--- config.mk ---
export PLATFORM = sky130hd
export DESIGN_NAME = ro_meas_ctrl
export DESIGN_NICKNAME = d
export VERILOG_FILES = /design/src/rtl/ro_meas_ctrl.sv
export SDC_FILE = /design/constraint.sdc
export NUM_CORES = 1
export LEC_CHECK = 0
export CAP_MARGIN = 20
export CORE_MARGIN = 2
export CORE_UTILIZATION = 50
export DETAILED_ROUTE_END_ITERATION = 8
export PLACE_DENSITY = 0.78
export SYNTH_ARGS = -nofsm -noshare
export SYNTH_HDL_FRONTEND = slang
export SYNTH_SLANG_ARGS = --single-unit
--- constraint.sdc ---
create_clock -name CLK -period 2.4 [get_ports CLK]
set_input_delay 0.24 -clock CLK [delete_from_list [all_inputs] [get_ports CLK]]
set_output_delay 0.24 -clock CLK [all_outputs]
set_load 0.02 [all_outputs]
--- src/rtl/ro_meas_ctrl.sv ---
// Ring-oscillator measurement controller: enable the ring, settle, then count RO rising edges over a CLK window.
// Define RO_MEAS_AVG4_EN to measure four back-to-back windows and report their floor average.
module ro_meas_ctrl #(
  parameter int CNT_W      = 16,
  parameter int WIN_W      = 16,
  parameter int SETTLE_CYC = 8
) (
  input  logic             CLK,
  input  logic             RESETn,
  input  logic             START,
  input  logic [WIN_W-1:0] WINDOW,
  input  logic             RO_IN,
  output logic             RO_EN,
  output logic             BUSY,
  output logic [CNT_W-1:0] DOUT,
  output logic             DOUT_VALID,
  input  logic             DOUT_READY,
  output logic             OVF
);
  localparam logic [1:0] IDLE   = 2'd0;
  localparam logic [1:0] SETTLE = 2'd1;
  localparam logic [1:0] COUNT  = 2'd2;

  localparam int SET_W = $clog2(SETTLE_CYC + 1);
  localparam int TMR_W = (WIN_W > SET_W) ? WIN_W : SET_W;
  localparam logic [TMR_W-1:0] SETTLE_LD = TMR_W'(SETTLE_CYC - 1);

  logic             sync1, sync2, sync3, pulse;
  logic [1:0]       state;
  logic [TMR_W-1:0] tmr, win_m1;
  logic [WIN_W-1:0] win_q;
  logic [CNT_W-1:0] cnt, cnt_nxt;
  logic             sat_hit, ovf_q, fin, accept;
`ifdef RO_MEAS_AVG4_EN
  logic [CNT_W+1:0] acc;
  logic [1:0]       widx;
`endif

  // RO_IN is asynchronous: two-flop synchronizer, third flop for edge detect
  always_ff @(posedge CLK or negedge RESETn) begin
    if (!RESETn) {sync1, sync2, sync3} <= 3'b000;
    else         {sync1, sync2, sync3} <= {RO_IN, sync1, sync2};
  end
  assign pulse = sync2 & ~sync3;

  // fin covers the result-capture cycle after the window closes; no new run until it is done
  assign accept = (state == IDLE) && START && !DOUT_VALID && !fin;
  assign win_m1 = TMR_W'(win_q) - TMR_W'(1);

  always_comb begin
    cnt_nxt = cnt;
    sat_hit = 1'b0;
    if (state == COUNT && pulse) begin
      if (cnt == '1) sat_hit = 1'b1;
      else           cnt_nxt = cnt + CNT_W'(1);
    end
  end

  always_ff @(posedge CLK or negedge RESETn) begin
    if (!RESETn) begin
      state      <= IDLE;
      tmr        <= '0;
      win_q      <= '0;
      cnt        <= '0;
      ovf_q      <= 1'b0;
      fin        <= 1'b0;
      RO_EN      <= 1'b0;
      BUSY       <= 1'b0;
      DOUT       <= '0;
      DOUT_VALID <= 1'b0;
      OVF        <= 1'b0;
`ifdef RO_MEAS_AVG4_EN
      acc        <= '0;
      widx       <= '0;
`endif
    end else begin
      fin <= 1'b0;
      if (DOUT_VALID && DOUT_READY) DOUT_VALID <= 1'b0;
      if (fin) begin
`ifdef RO_MEAS_AVG4_EN
        DOUT <= acc[CNT_W+1:2];
`else
        DOUT <= cnt;
`endif
        OVF        <= ovf_q;
        DOUT_VALID <= 1'b1;
        BUSY       <= 1'b0;
      end
      case (state)
        IDLE: if (accept) begin
          state <= SETTLE;
          tmr   <= SETTLE_LD;
          win_q <= (WINDOW == '0) ? WIN_W'(1) : WINDOW;
          cnt   <= '0;
          ovf_q <= 1'b0;
          OVF   <= 1'b0;
          RO_EN <= 1'b1;
          BUSY  <= 1'b1;
`ifdef RO_MEAS_AVG4_EN
          acc   <= '0;
          widx  <= '0;
`endif
        end
        SETTLE: begin
          if (tmr == '0) begin
            state <= COUNT;
            tmr   <= win_m1;
          end else begin
            tmr <= tmr - TMR_W'(1);
          end
        end
        COUNT: begin
          cnt <= cnt_nxt;
          if (sat_hit) ovf_q <= 1'b1;
          if (tmr != '0) begin
            tmr <= tmr - TMR_W'(1);
          end else begin
`ifdef RO_MEAS_AVG4_EN
            acc <= acc + (CNT_W+2)'(cnt_nxt);
            if (widx != 2'd3) begin
              widx <= widx + 2'd1;
              tmr  <= win_m1;
              cnt  <= '0;
            end else begin
              state <= IDLE;
              RO_EN <= 1'b0;
              fin   <= 1'b1;
            end
`else
            state <= IDLE;
            RO_EN <= 1'b0;
            fin   <= 1'b1;
`endif
          end
        end
        default: state <= IDLE;
      endcase
    end
  end
endmodule
==> flow_metrics.env <==
export IMPL_seq_area_frac_synth_pct=45.8
export IMPL_p_per_area_nw_per_um2=1010
export IMPL_ys_top_cells_by_area="dfrtp_1, nand2_1, mux2_2"
export IMPL_synth_distinct_cells=71
export IMPL_p_clk_share_pct=20.1
export IMPL_worstRegToRegCells=8
export IMPL_crit_path_end="tmr[4]"
export IMPL_netlist_area_sq_um=4100
export IMPL_io_pins=41
export IMPL_ys_seq_elements=75
export IMPL_seqPwrFrac_pct=34.7
export IMPL_dieArea_sq_um=8940
export IMPL_syn_avg_cell_area_sq_um=9.72
export IMPL_syn_nets=451
export IMPL_fin_skew_ns=0.0111
export IMPL_period_minus_slack_ns=2.32
export IMPL_synth_main_ff_cell="dfrtp_1"
export IMPL_r2r_setup_slack_ns=0.08
export IMPL_die_w_microns=94.6
export IMPL_dp_cells=578
export IMPL_cts_buffer_depth=2
export IMPL_status="complete, no violations"
export IMPL_grt_overflow=0
export IMPL_clock_sinks=75
export IMPL_crit_required_ns=2.65
export IMPL_syn2layout_area_growth_pct=22.6
export IMPL_clkLatencyLatePin_ns=0.36
export IMPL_wire_per_inst_microns=16.0
export IMPL_num_antenna_cells=0
export IMPL_netlist_area_leader_share_pct=45.8
export IMPL_synthArstFlopShare_pct=100
export IMPL_core_area_sq_um=8090
export IMPL_combPwrFrac_pct=45.2
export IMPL_critPathMaxFanout=5
export IMPL_gp_congestion=0.945
export IMPL_cts_tree="built"
export IMPL_synth_top_cell_by_area="dfrtp_1"
export IMPL_layout_drive_gt1_share_pct=18.2
export IMPL_fp_dieH_microns=94.6
export IMPL_first_pass_iters=4
export IMPL_synth_cells=422
export IMPL_drc=0
export IMPL_max_slew_margin_pct=49.5
export IMPL_reg2reg_to="tmr[4]"
export IMPL_rows=33
export IMPL_swShare_pct=41.6
export IMPL_drt_initial_drc_count=267
export IMPL_placedInstanceArea_sq_um=4750
export IMPL_stdcell_area_sq_um=5030
export IMPL_worstSetupEndpointType="flip-flop"
export IMPL_finish_utilization_pct=62.1
export IMPL_grt_pass1_vias=3245
export IMPL_final_common_cell="dfrtp_1"
export IMPL_clk_pin_slew_worst_paths_ns=0.09
export IMPL_finalCritPeriodShare_pct=96.6
export IMPL_p_leak_nw=2.22
export IMPL_grt_pass1_wl_mm=16.0
export IMPL_hold_ws_ns=0.308
export IMPL_r2r_start="state[0]"
export IMPL_antenna_found_initial=0
export IMPL_timing_hold_violations_final=0
export IMPL_hold_class="input port to flip-flop"
export IMPL_ys_warn_count=0
export IMPL_synth_edff_count=0
export IMPL_fmax_ghz=0.431
export IMPL_crit_path_start_kind="flip-flop"
export IMPL_cts_buffers_inserted=9
export IMPL_final_cell_mix="dfrtp_1, nand2_1, clkdlybuf4s50_1"
export IMPL_final_max_slew_viol_count=0
export IMPL_vdd_drop_max_mv=0.668
export IMPL_stdcell_count=600
export IMPL_arrival_ns=2.57
export IMPL_hpwl_mm=7.12
export IMPL_worstMarginPinSlew_ns=0.758
export IMPL_vias=3548
export IMPL_drtAntennaViolNets=0
export IMPL_initial_core_util_pct=50.7
export IMPL_max_cap_viol_count=0
export IMPL_totalWireLength_mm=9.57
export IMPL_finalNetCount=519
export IMPL_portBuffers=40
export IMPL_p_int_mw=2.96
export IMPL_via_per_inst=5.91
export IMPL_min_path_cells=1
export IMPL_grt_usage_pct=23.1
export IMPL_switching_power_mw=2.11
export IMPL_setup_viol=0
export IMPL_grt_max_degree=36
export IMPL_cts_max_level=3
export IMPL_root_buffer="clkbuf_8"
export IMPL_worstSetupStartpoint="state[0]"
export IMPL_crit_type="flip-flop to flip-flop"
-- power groups by stage --
stage	Clock [mW]	Combinational (mW)	Sequential, mW
floorplan	0	1.59	1.72
global placement	0	2.15	1.76
detailed placement	0	2.19	1.77
CTS	1.04	2.20	1.75
global route	1.10	2.55	1.79
finish	1.02	2.29	1.76
-- worst max-delay path, cell delays in order (launching register included) --
cell,delay (ns)
dfrtp_1,0.41
inv_2,0.06
ha_2,0.19
or4_4,0.55
o41ai_4,0.32
buf_4,0.19
nor2b_2,0.07
a21o_1,0.18
a22o_2,0.25
-- routing by layer --
layer  track usage (%)  part of all wire, %  up-vias
li1                  -                    -     1694
met1              34.2                   48     1717
met2              33.5                   45      119
met3              3.91                  5.2       18
met4              9.78                  2.0        0
met5                 0                    0        -
-- area by class of cell --
cell class	instances	area (sq um)
well taps	105	131
flip-flops and latches	75	1880
repair buffers	72	664
clock inverters	7	82.6
clock buffers	9	124
fillers	696	3060
multi-input cells	319	2100
inverters	13	48.8
-- cells in the mapped netlist (all sizes together) (6+ instances only) --
| master | number |
|---|---|
| dfrtp | 75 |
| a21o | 6 |
| nand2 | 74 |
| a21oi | 13 |
| clkbuf | 7 |
| buf | 8 |
| ha | 8 |
| nor4 | 13 |
| nand4 | 8 |
| or4 | 9 |
| o21ai | 17 |
| mux2 | 16 |
| inv | 13 |
| o31ai | 6 |
| nor2 | 27 |
| nand3 | 13 |
| xnor2 | 16 |
| nor3 | 16 |
-- kinds of logic (layout without fill, tap and decap cells) --
family	after synthesis	in the layout	synth area share (%)
buf+inv	28	101	3.57
mux	17	17	4.64
xor+xnor	20	20	4.27
compound gates	85	85	15.3
fa+ha+maj	8	8	2.44
simple gates	189	189	24.0
flops	75	75	45.8
-- worst min path at each step --
stage	slack (ns)	end	from
after global routing	0.31	sync1	RO_IN
after global placement	0.33	sync2	sync1
after floorplan	-0.06	BUSY	RESETn
after detailed placement	0.35	DOUT[13]	RESETn
final	0.31	sync1	RO_IN
after CTS	0.30	sync1	RO_IN
-- flip-flops by register name, indices dropped and copies added (netlist names) --
signal	flops
BUSY	1
DOUT	16
DOUT_VALID	1
OVF	1
RO_EN	1
cnt	16
fin	1
ovf_q	1
state	2
sync1	1
sync2	1
sync3	1
tmr	16
win_q	16
-- stage by stage --
stage          power, mW  setup TNS, ns  setup WS [ns]
6_report            5.07              0         0.0812
3_3_place_gp        3.92              0          0.123
5_1_grt             5.44      -0.000599      -0.000599
3_5_place_dp        3.96              0         0.0608
2_1_floorplan       3.31              0          0.170
4_1_cts             4.99              0         0.0462
-- timing repair --
item | 4_1_cts | 5_1_grt
gates resized for setup | 0 | 9
setup buffers | 0 | 4
hold buffers | 1 | 0
hold endpoints to repair | 32 | 0
setup endpoints to repair | 0 | 14
Power figures use the tool's default switching activity.
